`config.mk`:
```
export PLATFORM = sky130hd
export DESIGN_NAME = stream_mux_nto1_flat
export DESIGN_NICKNAME = d
export VERILOG_FILES = /design/src/rtl/stream_mux_pkg.sv /design/src/rtl/stream_mux_nto1_if.sv /design/src/rtl/rr_arbiter.sv /design/src/rtl/stream_mux_nto1.sv /design/src/flat_wrapper.sv
export SDC_FILE = /design/constraint.sdc
export NUM_CORES = 1
export LEC_CHECK = 0
export CAP_MARGIN = 20
export CORE_MARGIN = 2
export CORE_UTILIZATION = 30
export DETAILED_ROUTE_END_ITERATION = 7
export PLACE_DENSITY = 0.63
export SLEW_MARGIN = 30
export SYNTH_ARGS = -nofsm -noshare
export SYNTH_HDL_FRONTEND = slang
export SYNTH_HIERARCHICAL = 1
export SYNTH_SLANG_ARGS = --single-unit
```
`constraint.sdc`:
```
create_clock -name clk -period 4.04 [get_ports clk]
set_input_delay 0.404 -clock clk [delete_from_list [all_inputs] [get_ports clk]]
set_output_delay 0.404 -clock clk [all_outputs]
set_load 0.01 [all_outputs]
```
`src/rtl/stream_mux_pkg.sv`:
```
// Shared definitions for the N:1 stream multiplexer.
//   clog2_min1  : select-index width helper, never returns less than 1
//   MODE_*      : values of the mode_rr input
//   mux_state_e : grant state of the mux, OPEN (free to arbitrate) or LOCKED (mid-packet)
package stream_mux_pkg;

  localparam logic MODE_MANUAL = 1'b0;
  localparam logic MODE_RR     = 1'b1;

  typedef enum logic {
    ST_OPEN   = 1'b0,
    ST_LOCKED = 1'b1
  } mux_state_e;

  function automatic int clog2_min1(input int n);
    return (n <= 2) ? 1 : $clog2(n);
  endfunction

endpackage

```
`src/rtl/stream_mux_nto1_if.sv`:
```
// Bus bundle for stream_mux_nto1: control, N_CH input channels and one output stream.
//   mode_rr, sel                   : arbitration mode and manual select
//   in_data/in_valid/in_last       : per-channel producer side, in_ready back to producers
//   out_data/out_last/out_ch/out_valid : registered output stream, out_ready from consumer
// Handshake: a beat moves on a rising edge where valid and ready are both 1; a source
// holds its data and valid stable until that edge, and ready never depends on the
// same side's future state.
// Modports: slave = the mux, master = the environment driving channels and the consumer.
interface stream_mux_nto1_if
  import stream_mux_pkg::*;
#(
  parameter int N_CH   = 4,
  parameter int DATA_W = 8
);
  localparam int SEL_W = clog2_min1(N_CH);

  logic                     mode_rr;
  logic [SEL_W-1:0]         sel;
  logic [N_CH*DATA_W-1:0]   in_data;
  logic [N_CH-1:0]          in_valid;
  logic [N_CH-1:0]          in_last;
  logic [N_CH-1:0]          in_ready;
  logic [DATA_W-1:0]        out_data;
  logic                     out_last;
  logic [SEL_W-1:0]         out_ch;
  logic                     out_valid;
  logic                     out_ready;

  modport slave (
    input  mode_rr, sel, in_data, in_valid, in_last, out_ready,
    output in_ready, out_data, out_last, out_ch, out_valid
  );

  modport master (
    output mode_rr, sel, in_data, in_valid, in_last, out_ready,
    input  in_ready, out_data, out_last, out_ch, out_valid
  );

endinterface

```
`src/rtl/rr_arbiter.sv`:
```
// Combinational rotating-priority search.
//   req     : request vector, one bit per channel
//   ptr     : last served channel; search starts at ptr+1 and wraps modulo N_CH
//   gnt_vld : some request was found
//   gnt_idx : index of the first requesting channel after ptr
module rr_arbiter
  import stream_mux_pkg::*;
#(
  parameter  int N_CH  = 4,
  localparam int SEL_W = clog2_min1(N_CH)
) (
  input  logic [N_CH-1:0]  req,
  input  logic [SEL_W-1:0] ptr,
  output logic             gnt_vld,
  output logic [SEL_W-1:0] gnt_idx
);

  localparam logic [SEL_W:0] N_CH_X = (SEL_W+1)'(N_CH);

  // One extra bit so ptr+k never overflows before the wrap; a single subtract
  // is enough because ptr+k < 2*N_CH. Works for non-power-of-2 N_CH.
  logic [SEL_W:0] cand;

  always_comb begin
    gnt_vld = 1'b0;
    gnt_idx = '0;
    cand    = '0;
    for (int k = 1; k <= N_CH; k++) begin
      cand = {1'b0, ptr} + (SEL_W+1)'(k);
      if (cand >= N_CH_X) cand = cand - N_CH_X;
      if (!gnt_vld && req[cand[SEL_W-1:0]]) begin
        gnt_vld = 1'b1;
        gnt_idx = cand[SEL_W-1:0];
      end
    end
  end

endmodule

```
`src/rtl/stream_mux_nto1.sv`:
```
// N:1 streaming multiplexer with packet lock and one registered output stage.
//   clk, rst_n  : rising-edge clock, synchronous active-low reset
//   bus         : stream_mux_nto1_if slave modport (control, inputs, output stream)
//   dbg_state   : grant state (OPEN / LOCKED)
//   dbg_lock_ch : channel holding the lock
//   dbg_rr_ptr  : last channel that finished a packet (round-robin pointer)
// Grant is combinational: the locked channel while mid-packet, else sel (manual)
// or the rotating search (round-robin). Only the granted channel sees in_ready.
module stream_mux_nto1
  import stream_mux_pkg::*;
#(
  parameter  int N_CH   = 4,
  parameter  int DATA_W = 8,
  localparam int SEL_W  = clog2_min1(N_CH)
) (
  input  logic              clk,
  input  logic              rst_n,
  stream_mux_nto1_if.slave  bus,
  output mux_state_e        dbg_state,
  output logic [SEL_W-1:0]  dbg_lock_ch,
  output logic [SEL_W-1:0]  dbg_rr_ptr
);

  localparam logic [SEL_W:0] N_CH_X = (SEL_W+1)'(N_CH);

  mux_state_e        state_q;
  logic [SEL_W-1:0]  lock_ch_q;
  logic [SEL_W-1:0]  rr_ptr_q;
  logic              out_valid_q;
  logic [DATA_W-1:0] out_data_q;
  logic              out_last_q;
  logic [SEL_W-1:0]  out_ch_q;

  logic              load_en;
  logic              rr_vld;
  logic [SEL_W-1:0]  rr_idx;
  logic              gnt_vld;
  logic [SEL_W-1:0]  gnt_idx;
  logic [N_CH-1:0]   in_ready_w;
  logic              accept;
  logic [DATA_W-1:0] acc_data;
  logic              acc_last;

  rr_arbiter #(.N_CH(N_CH)) u_arb (
    .req     (bus.in_valid),
    .ptr     (rr_ptr_q),
    .gnt_vld (rr_vld),
    .gnt_idx (rr_idx)
  );

  assign load_en = !out_valid_q || bus.out_ready;

  always_comb begin
    gnt_vld = 1'b0;
    gnt_idx = '0;
    if (state_q == ST_LOCKED) begin
      gnt_vld = 1'b1;
      gnt_idx = lock_ch_q;
    end else if (bus.mode_rr == MODE_RR) begin
      gnt_vld = rr_vld;
      gnt_idx = rr_idx;
    end else if ({1'b0, bus.sel} < N_CH_X) begin
      gnt_vld = 1'b1;
      gnt_idx = bus.sel;
    end
  end

  // Ready fans out to the granted channel only; the same loop picks its beat.
  always_comb begin
    in_ready_w = '0;
    acc_data   = '0;
    acc_last   = 1'b0;
    for (int i = 0; i < N_CH; i++) begin
      if (gnt_idx == SEL_W'(i)) begin
        in_ready_w[i] = rst_n && gnt_vld && load_en;
        acc_data      = bus.in_data[i*DATA_W +: DATA_W];
        acc_last      = bus.in_last[i];
      end
    end
  end

  assign accept = |(in_ready_w & bus.in_valid);

  always_ff @(posedge clk) begin
    if (!rst_n) begin
      state_q     <= ST_OPEN;
      lock_ch_q   <= '0;
      rr_ptr_q    <= SEL_W'(N_CH - 1);
      out_valid_q <= 1'b0;
      out_data_q  <= '0;
      out_last_q  <= 1'b0;
      out_ch_q    <= '0;
    end else begin
      if (load_en) begin
        out_valid_q <= accept;
        if (accept) begin
          out_data_q <= acc_data;
          out_last_q <= acc_last;
          out_ch_q   <= gnt_idx;
        end
      end
      if (accept) begin
        if (acc_last) begin
          state_q  <= ST_OPEN;
          rr_ptr_q <= gnt_idx;
        end else begin
          state_q   <= ST_LOCKED;
          lock_ch_q <= gnt_idx;
        end
      end
    end
  end

  assign bus.in_ready  = in_ready_w;
  assign bus.out_valid = out_valid_q;
  assign bus.out_data  = out_data_q;
  assign bus.out_last  = out_last_q;
  assign bus.out_ch    = out_ch_q;

  assign dbg_state   = state_q;
  assign dbg_lock_ch = lock_ch_q;
  assign dbg_rr_ptr  = rr_ptr_q;

endmodule

```
`src/flat_wrapper.sv`:
```
// flat-port wrapper written by rule: the top's interface ports become plain ports
module stream_mux_nto1_flat import stream_mux_pkg::*;
#(
  parameter  int N_CH   = 4,
  parameter  int DATA_W = 8,
  localparam int SEL_W  = clog2_min1(N_CH)
)
  (clk, rst_n, dbg_state, dbg_lock_ch, dbg_rr_ptr, bus_mode_rr, bus_sel, bus_in_data, bus_in_valid, bus_in_last, bus_out_ready, bus_in_ready, bus_out_data, bus_out_last, bus_out_ch, bus_out_valid);
  stream_mux_nto1_if #(.N_CH(N_CH), .DATA_W(DATA_W)) bus_i ();
  input  logic clk;
  input  logic rst_n;
  output mux_state_e dbg_state;
  output logic [SEL_W-1:0] dbg_lock_ch;
  output logic [SEL_W-1:0] dbg_rr_ptr;
  input wire logic [$bits(bus_i.mode_rr)-1:0] bus_mode_rr;
  input wire logic [$bits(bus_i.sel)-1:0] bus_sel;
  input wire logic [$bits(bus_i.in_data)-1:0] bus_in_data;
  input wire logic [$bits(bus_i.in_valid)-1:0] bus_in_valid;
  input wire logic [$bits(bus_i.in_last)-1:0] bus_in_last;
  input wire logic [$bits(bus_i.out_ready)-1:0] bus_out_ready;
  output wire logic [$bits(bus_i.in_ready)-1:0] bus_in_ready;
  output wire logic [$bits(bus_i.out_data)-1:0] bus_out_data;
  output wire logic [$bits(bus_i.out_last)-1:0] bus_out_last;
  output wire logic [$bits(bus_i.out_ch)-1:0] bus_out_ch;
  output wire logic [$bits(bus_i.out_valid)-1:0] bus_out_valid;
  assign bus_i.mode_rr = bus_mode_rr;
  assign bus_i.sel = bus_sel;
  assign bus_i.in_data = bus_in_data;
  assign bus_i.in_valid = bus_in_valid;
  assign bus_i.in_last = bus_in_last;
  assign bus_i.out_ready = bus_out_ready;
  assign bus_in_ready = bus_i.in_ready;
  assign bus_out_data = bus_i.out_data;
  assign bus_out_last = bus_i.out_last;
  assign bus_out_ch = bus_i.out_ch;
  assign bus_out_valid = bus_i.out_valid;
  stream_mux_nto1 #(.N_CH(N_CH), .DATA_W(DATA_W)) u_core (.clk(clk), .rst_n(rst_n), .bus(bus_i), .dbg_state(dbg_state), .dbg_lock_ch(dbg_lock_ch), .dbg_rr_ptr(dbg_rr_ptr));
endmodule
```
# Word level (Yosys, flattened, before mapping)
# Cells that the tools add are included.
# classes
bitwise_logic	2
eq_ne	3
magnitude_cmp	8
mux	37
n_reduce_logical	15
addsub	8
# op_table
cell	n
two-way mux 8 bit	4
two-way mux 2 bit	10
two-way mux 1 bit	19
greater-or-equal comparator 3 bit, second input constant	4
less-than comparator 2 x 3 -> 1 bit, second input constant	4
binary-select mux 1 bit (select 2 bit)	4
subtractor 2 x 1 -> 2 bit, second input constant	4
adder 2 x 2 -> 3 bit, second input constant	2
AND reduction 2 bit	3
logical AND 1 bit	5
AND 4 bit	1
== test 2 bit, second input constant	2
logical NOT 1 bit	4
OR reduction 4 bit	1
adder 2 x 1 -> 3 bit, second input constant	1
adder 2 x 3 -> 3 bit, second input constant	1
== test 2 x 1 -> 1 bit, second input constant	1
logical NOT 2 bit	1
logical OR 1 bit	1
inverter 1 bit	1
# totals
wordCells	80
ff_bits	17
output_inout_bits	21
input_bits	46

# Longest topological paths before layout
# Gate-level depths: netlist of run 1.
# logic_depth
depth_word	24
depth_mapped	11
depth_no_buf	9

# By module
# Netlist of run 1, hierarchy kept.
# modules_own_cells
mod	n_inst	cells_each	area_each_um2	seq_area_each_um2
stream_mux_nto1	1	156	1108.6	340.3
rr_arbiter	1	14	91.3	0.0

# Worst setup path after synthesis of run 1
# No wires, ideal clock.
# synth_path
path_kind	reg-to-output
from	register u_core.rr_ptr_q[1] (netlist: u_core/dbg_rr_ptr[1])
to	output bus_in_ready[0]
slack_ns	1.767
n_path_buf	1
arrival_time_ns	1.869
path_stages_with_launch	9
required_ns	3.636
path_cell_list	dfxtp_1 > mux2i_1 > o221ai_2 > mux2_2 > nor2_1 > or2_2 > clkbuf_1 > nand2_1 > nor2_1
# synth_via
elab_cells_between_ends	46
cone_classes	8 x add/sub; 4 x order compare; 25 x mux; 9 x reduce/logical
# synth_lines
element	line	rtl
start, declared	stream_mux_nto1.sv:28	logic [SEL_W-1:0] rr_ptr_q;
start signal, assigned	stream_mux_nto1.sv:88	rr_ptr_q <= SEL_W'(N_CH - 1);
start signal, assigned	stream_mux_nto1.sv:105	rr_ptr_q <= gnt_idx;
adder 2 x 1 -> 3 bit	rr_arbiter.sv:29	cand = {1'b0, ptr} + (SEL_W+1)'(k);
greater-or-equal comparator 3 bit or subtractor 2 x 1 -> 2 bit (tied branches)	rr_arbiter.sv:30	if (cand >= N_CH_X) cand = cand - N_CH_X;
two-way mux 2 bit	rr_arbiter.sv:30	
binary-select mux 1 bit (select 2 bit)	rr_arbiter.sv:31	if (!gnt_vld && req[cand[SEL_W-1:0]]) begin
two-way mux 1 bit (not written as such)	rr_arbiter.sv:31	
two-way mux 1 bit	rr_arbiter.sv:31	
logical NOT 1 bit	rr_arbiter.sv:31	
logical AND 1 bit	rr_arbiter.sv:31	
[4 not listed]	-	
logical NOT 1 bit	rr_arbiter.sv:31	
logical AND 1 bit	rr_arbiter.sv:31	
two-way mux 2 bit *	rr_arbiter.sv:31	
net u_core.rr_idx[0]	stream_mux_nto1.sv:36	logic [SEL_W-1:0] rr_idx;
two-way mux 2 bit *	stream_mux_nto1.sv:59	end else if (bus.mode_rr == MODE_RR) begin
two-way mux 2 bit *	stream_mux_nto1.sv:56	if (state_q == ST_LOCKED) begin
logical NOT 2 bit *	stream_mux_nto1.sv:74	if (gnt_idx == SEL_W'(i)) begin
two-way mux 1 bit *	stream_mux_nto1.sv:74	
end, declared	flat_wrapper.sv:21	output wire logic [$bits(bus_i.in_ready)-1:0] bus_in_ready;
# Mark *: on every way through the listed nets, which the timed path passes. The rest lies on a longest branch. The select of a mux whose other input is x is not followed.

# Final worst setup path of run 1
# layout_path
from	input bus_in_valid[2]
to	output bus_in_ready[0]
# layout_via
elab_cells_between_ends	30
cone_classes	21 x mux; 9 x reduce/logical
# layout_lines
element	line	rtl
start, declared	flat_wrapper.sv:18	input wire logic [$bits(bus_i.in_valid)-1:0] bus_in_valid;
binary-select mux 1 bit (select 2 bit)	rr_arbiter.sv:31	
two-way mux 1 bit (not written as such)	rr_arbiter.sv:31	
two-way mux 1 bit	rr_arbiter.sv:31	
logical NOT 1 bit	rr_arbiter.sv:31	
logical AND 1 bit	rr_arbiter.sv:31	
two-way mux 1 bit	rr_arbiter.sv:31	
logical NOT 1 bit	rr_arbiter.sv:31	
logical AND 1 bit	rr_arbiter.sv:31	
two-way mux 1 bit	rr_arbiter.sv:31	
logical NOT 1 bit	rr_arbiter.sv:31	
logical AND 1 bit	rr_arbiter.sv:31	
two-way mux 2 bit *	rr_arbiter.sv:31	
net u_core.rr_idx[0]	stream_mux_nto1.sv:36	
two-way mux 2 bit *	stream_mux_nto1.sv:59	
two-way mux 2 bit *	stream_mux_nto1.sv:56	
logical NOT 2 bit *	stream_mux_nto1.sv:74	
two-way mux 1 bit *	stream_mux_nto1.sv:74	
# Marked as above.

==> metrics.md, run 1 <==
| Metric | Value |
|---|---|
| R2R depth | `10` |
| Status | `finished clean` |
| Fmax | `307 MHz` |
| Tot Pwr | `0.849 mW` |
| GR Util met1 | `roughly a fifth` |
| Least-Margin Pin Slew | `0.612 ns` |
| Worst R2R Setup Slack | `1.51 ns` |
| Drc violations | `0` |
| RR Endpoint | `u_core/dbg_state` |
| Period utilization | `80.5%` |
| Worst path bufs/invs | `2` |
| Hold_buf cts | `0` |
| Routed len/inst | `12.5 um` |
| Final min period | `3.25 ns` |
| Initial Util | `32.1%` |
| Multi-input logic area | `806 um2` |
| Postcts setup bufs | `0` |
| Area leader, netlist | `dfxtp_1` |
| Sequential share of the synthesized area | `28.4%` |
| Final slew viol count | `0` |
| Drt pass-1 iters | `4` |
| Reg area | `about 340 um2` |
| Layout cells sized above 1 | `6.81%` |
| CP startpoint kind | `input port` |
| Seq cells post-synth | `17` |
| Hold/Removal Path Class | `flip-flop to flip-flop` |
| Initial antenna violation count | `0` |
| Routability congestion estimate | `between 0.9 and 1` |
| Ant diodes | `0` |
| Global route overflow | `0` |
| Synth unique cells | `33` |
| WP data arrival | `about 2.9 ns` |
| Met3 Track Usage GR | `~5.5%` |
| Setup Viol. Count Final | `0` |
| Number of core rows | `22` |
| First-pass GRT wire length | `5.82 mm` |
| # resized after CTS | `0` |
| P per Cell Area | `433 nW/um2` |
| RSZ-0062 raised after global routing | `no` |
| Fill cells | `~380` |
| Syn avg cell area | `7.06 um2` |
| CTS Buffer Depth | `2` |
| Via density | `4.78` |
| Setup TNS | `0 ns` |
| Post-synth top area share | `28.4%` |
| CTS buffer count | `3` |
| CP max stage delay | `approximately 0.54 ns` |
| Area Overhead vs Synth | `63.2%` |
| Pin count of the biggest net entering global routing | `20` |
| Initial DRC Count | `69` |
| Final ANT Viol Nets | `0` |
| Mapped Area | `1200 um2` |
| CP top delay family | `buffers and inverters` |
| Hold path start | `u_core/bus.out_data[6]` |
| Detail Placement HPWL | `2.68 mm` |
| Port bufs | `66` |
| Final WS setup | `0.788 ns` |
| Fin Hold WS | `roughly 0.45 ns` |
| Via count | `1354` |
| Max_slew headroom | `59.1%` |
| Clock Root Buffer | `clkbuf_8` |
| Vias in the first global route | `~1300` |
| Leak | `0.789 nW` |
| Die area | `around 4500 um2` |
| GRT busiest layer | `met2` |
| Yosys warnings | `6` |
| Worst skew pair latency | `0.25 ns` |
| GRT Resource Usage Total | `16.7%` |
| Core ar. | `3740 um2` |
| Maxcap violations | `0` |
| Hold Path Cell Cnt | `2` |
| Clock Skews | `0.00380 ns` |
| Post-route cell area | `1960 um2` |
| Critical path's slowest cell | `clkdlybuf4s50_1` |
| WHS Endpoint | `u_core/bus.out_data[6]` |
| Mapped Cells | `170` |
| Pre-CTS setup slack | `0.797 ns` |
| Post-Synthesis Net Count | `216` |
| Synth top area cells | `dfxtp_1, nand2_1, nand3_1` |
| Htree depth | `1` |
| Clk slew on worst S/H paths | `0.06 ns` |
| Commonest non-fill, non-tap cell in the layout | `clkdlybuf4s50_1` |
| Crit Path Category | `input port to output port` |
| CP max FO | `12` |
| Layout Nets | `282` |
| Die Wd | `67.2 um` |
| Clk sinks | `17` |
| CTS tree | `done` |
| Final Hold Vio Count | `0` |
| Crit-path cells | `clkdlybuf4s50_1 > and2b_1 > a21oi_2 > o221ai_2 > mux2_2 > nor2_1 > or2_2 > nand2_1 > nor2_1 > clkdlybuf4s50_1` |
| Setup crit end kind | `output port` |
| Placed inst area | `between 1500 and 2000 um2` |
| Final WL | `3.53 mm` |
| Commonest cells after routing, fill and taps aside | `clkdlybuf4s50_1, nand2_1, nand3_1, dfxtp_1` |
| IO Pins | `67` |
| Worst VDD drop | `around 0.00020 V` |
| DIE HEIGHT | `roughly 67 um` |
| FF-to-FF Start | `u_core/dbg_rr_ptr[1]` |
| Met2 usage | `27.4%` |
| WP data required | `3.64 ns` |
==> worst max-delay path by stage <==
stage                    startpoint              end  slack [ns]  cells after the start
4_1_cts             bus_in_valid[2]  bus_in_ready[0]        0.79                     10
2_1_floorplan  u_core/dbg_rr_ptr[1]  bus_in_ready[0]        1.77                      8
5_1_grt             bus_in_valid[2]  bus_in_ready[0]        0.59                     10
6_report            bus_in_valid[2]  bus_in_ready[0]        0.79                     10
3_3_place_gp        bus_in_valid[2]  bus_in_ready[0]        0.81                     10
3_5_place_dp        bus_in_valid[2]  bus_in_ready[0]        0.80                     10
==> power breakdown <==
group	switching, mW	leakage (nW)	internal (mW)	total, mW
Sequential	0.0379	0.139	0.207	0.245
Combinational	0.237	0.625	0.240	0.476
Clock	0.0592	0.0255	0.0684	0.128
Total	0.334	0.789	0.515	0.849
==> worst register-to-register path, cell delays in order, from the launching register on <==
cell      delay [ns]
dfxtp_1         0.49
a21oi_1         0.11
a31oi_1         0.16
a21oi_1         0.08
mux2i_1         0.18
o21ai_1         0.10
buf_4           0.20
a211oi_1        0.26
or2_1           0.40
nand2_1         0.25
o211a_1         0.19
==> synth_stat cells (all sizes together) <==
master,instances
a211oi,2
a21boi,12
a21oi,4
a221oi,2
a31oi,1
and2,1
and2b,1
and3,2
buf,7
clkbuf,3
dfxtp,17
inv,2
mux2,1
mux2i,10
nand2,50
nand2b,4
nand3,24
nand3b,2
nor2,10
nor2b,5
o211a,1
o21a,1
o21ai,3
o221ai,1
o311a,1
o311ai,1
or2,2
==> final cells by class <==
type	count	area share, %
flip-flops and latches	17	17.4
repair buffers	71	35.7
well taps	48	3.07
inverters	2	0.383
multi-input cells	141	41.2
clock buffers	3	2.11
clock inverters	1	0.256
==> routing by layer <==
metal  up-vias  routed length [um]
met1       591                1590
met2        47                1630
met5         -                   0
met3         4                 278
li1        712                   -
met4         0                  29
==> stage by stage <==
| stage | instances | utilization [%] |
|---|---|---|
| floorplan | 170 | - |
| global placement | 279 | 51.1 |
| detailed placement | 279 | 51.1 |
| CTS | 283 | 52.3 |
| global route | 283 | 52.3 |
| finish | 283 | 52.3 |
==> state kept, by name, indices dropped and copies added, names as in the netlist <==
register,count
u_core/dbg_state,1
u_core/bus.out_valid,1
u_core/dbg_rr_ptr,2
u_core/bus.out_ch,2
u_core/dbg_lock_ch,2
u_core/bus.out_last,1
u_core/bus.out_data,8
==> cells by family after synthesis <==
group                  count (synthesis)  share of synthesized area, %
and+or+nand+nor                      101                          38.0
muxes                                 11                          9.28
DFF                                   17                          28.4
buffers and inverters                 12                          4.48
AOI/OAI and AO/OA                     29                          19.9
Note: power is estimated with default switching activity, not from simulation.
==> run 2: changes to the inputs <==
- clock period: 4.04 -> 3.4 ns (I/O delays scaled with it)
==> metrics.md, run 2 (synthesis gave the netlist of run 1 again) <==
| Metric | Value |
|---|---|
| CTS buffer count | `3 (unchanged)` |
| IO Pins | `67 (unchanged)` |
| Final core utilization | `52.7% (+0.40 points)` |
| GRT Resource Usage Total | `15.7% (-1.1 points)` |
| Leak | `0.799 nW (+1.2%)` |
| RSZ-0062 raised after global routing | `no` |
| Fmax | `334 MHz` |
| Clock Root Buffer | `clkbuf_8` |
| Global route overflow | `0 (unchanged)` |
| Period utilization | `88.0%` |
| # resized after CTS | `0 (unchanged)` |
| Worst VDD drop | `0.000249 V (+27%)` |
| Post-route cell area | `1970 um2 (+0.77%)` |
| Critical path's slowest cell | `clkdlybuf4s50_1` |
| Commonest cells after routing, fill and taps aside | `clkdlybuf4s50_1, nand2_1, nand3_1, dfxtp_1` |
| Final slew viol count | `0 (unchanged)` |
| CTS Buffer Depth | `2 (unchanged)` |
| Ant diodes | `0 (unchanged)` |
| Layout cells sized above 1 | `7.59% (+0.79 points)` |
| Postcts setup bufs | `0 (unchanged)` |
| Via density | `4.78 (-0.12%)` |
| Hold/Removal Path Class | `flip-flop to flip-flop` |
| Initial antenna violation count | `0 (unchanged)` |
| Setup crit end kind | `output port` |
| Final ANT Viol Nets | `0 (unchanged)` |
| Final WL | `3.56 mm (+1.1%)` |
| Routed len/inst | `12.5 um (+0.37%)` |
| Initial Util | `32.1% (unchanged)` |
| Clk slew on worst S/H paths | `0.07 ns (about the same)` |
| WP data required | `3.06 ns (-0.58 ns)` |
| CP startpoint kind | `input port` |
| P per Cell Area | `516 nW/um2 (+19%)` |
| Final Hold Vio Count | `0 (unchanged)` |
| Largest register FFs | `8 (unchanged)` |
| Initial DRC Count | `64 (-7.2%)` |
| Vias in the first global route | `1114 (-14%)` |
| Max_slew headroom | `68.1% (+9.0 points)` |
| Die area | `4520 um2 (unchanged)` |
| Commonest non-fill, non-tap cell in the layout | `clkdlybuf4s50_1` |
| Pin count of the biggest net entering global routing | `20 (unchanged)` |
| Crit Path Category | `input port to output port` |
| Tot Pwr | `1.02 mW (+20%)` |
| Placed inst area | `1930 um2 (+0.79%)` |
| Maxcap violations | `0 (unchanged)` |
| First-pass GRT wire length | `5.39 mm (-7.4%)` |
| Core ar. | `3740 um2 (unchanged)` |
| CP top delay family | `buffers and inverters` |
| DIE HEIGHT | `67.2 um (unchanged)` |
| Worst skew pair latency | `0.25 ns (about the same)` |
| Crit-path cells | `clkdlybuf4s50_1 > and2b_1 > a21oi_2 > o221ai_2 > mux2_2 > nor2_1 > or2_2 > nand2_1 > nor2_1 > clkdlybuf4s50_1` |
| Port bufs | `66 (unchanged)` |
| Layout Nets | `284 (+0.71%)` |
| CTS tree | `done` |
| Setup TNS | `0 ns (unchanged)` |
| Final min period | `2.99 ns` |
| Fill cells | `393 (+4.5%)` |
| Hold_buf cts | `0 (unchanged)` |
| Drt pass-1 iters | `4 (unchanged)` |
| WP data arrival | `2.65 ns (-0.20 ns)` |
| CP max FO | `5 (-7)` |
| CP max stage delay | `0.56 ns (+0.02 ns)` |
| Htree depth | `1 (unchanged)` |
| Detail Placement HPWL | `2.72 mm (+1.5%)` |
| Drc violations | `0 (unchanged)` |
| Routability congestion estimate | `0.808 (-11%)` |
| Worst path bufs/invs | `2 (unchanged)` |
| Number of core rows | `22 (unchanged)` |
| Via count | `1362 (+0.59%)` |
| Clock Skews | `0.00361 ns (-0.000188 ns)` |
| Area Overhead vs Synth | `64.4%` |
| Clk sinks | `17 (unchanged)` |
| Least-Margin Pin Slew | `0.478 ns (-0.134 ns)` |
| Status | `finished clean` |
| Die Wd | `67.2 um (unchanged)` |
| Setup Viol. Count Final | `0 (unchanged)` |
run 2: final cells by class:
class	count	area, um2	share of cell area, %
flip-flops and latches	17	340	17.2
clock inverters	1	5.00	0.254
repair buffers	73	713	36.1
inverters	2	7.51	0.380
clock buffers	3	41.3	2.09
multi-input cells	141	806	40.8
well taps	48	60.1	3.04
run 2: routing by layer:
metal	vias up	track usage [%]	routed length (um)
li1	719	-	-
met2	47	23.3	1580
met1	594	22.7	1730
met3	2	4.67	244
met4	0	2.30	8
met5	-	0	0
run 2: worst reg2reg max path: stages, from the launching register on:
cell and delay [ns]:
dfxtp_1 0.48, a21oi_1 0.11, a31oi_1 0.16, a21oi_1 0.08
mux2i_1 0.20, o21a_1 0.42, a211oi_1 0.12, or2_1 0.39
nand2_1 0.24, mux2i_1 0.20
run 2: where the power goes:
part / switching, mW / internal, mW
Combinational: 0.284 / 0.291
Clock: 0.0694 / 0.0812
Sequential: 0.0461 / 0.246
Total: 0.399 / 0.618
run 2: worst paths after layout:
path / slack (ns) / from / cells after the start / end
worst min-delay path: 0.45 / u_core/bus.out_data[3] / 2 / u_core/bus.out_data[3]
worst max register to register: 0.95 / u_core/dbg_rr_ptr[1] / 9 / u_core/dbg_rr_ptr[0]
worst min register to register: 0.45 / u_core/bus.out_data[3] / 2 / u_core/bus.out_data[3]
worst max-delay path: 0.41 / bus_in_valid[2] / 10 / bus_in_ready[2]
run 2: per-stage QoR:
stage	setup WS, ns	hold WS [ns]	cells
final	0.407	0.453	285
after global routing	0.238	0.464	285
after CTS	0.399	0.455	285
after detailed placement	0.399	0.444	281
after global placement	0.440	0.441	281
after floorplan	1.19	0.479	170
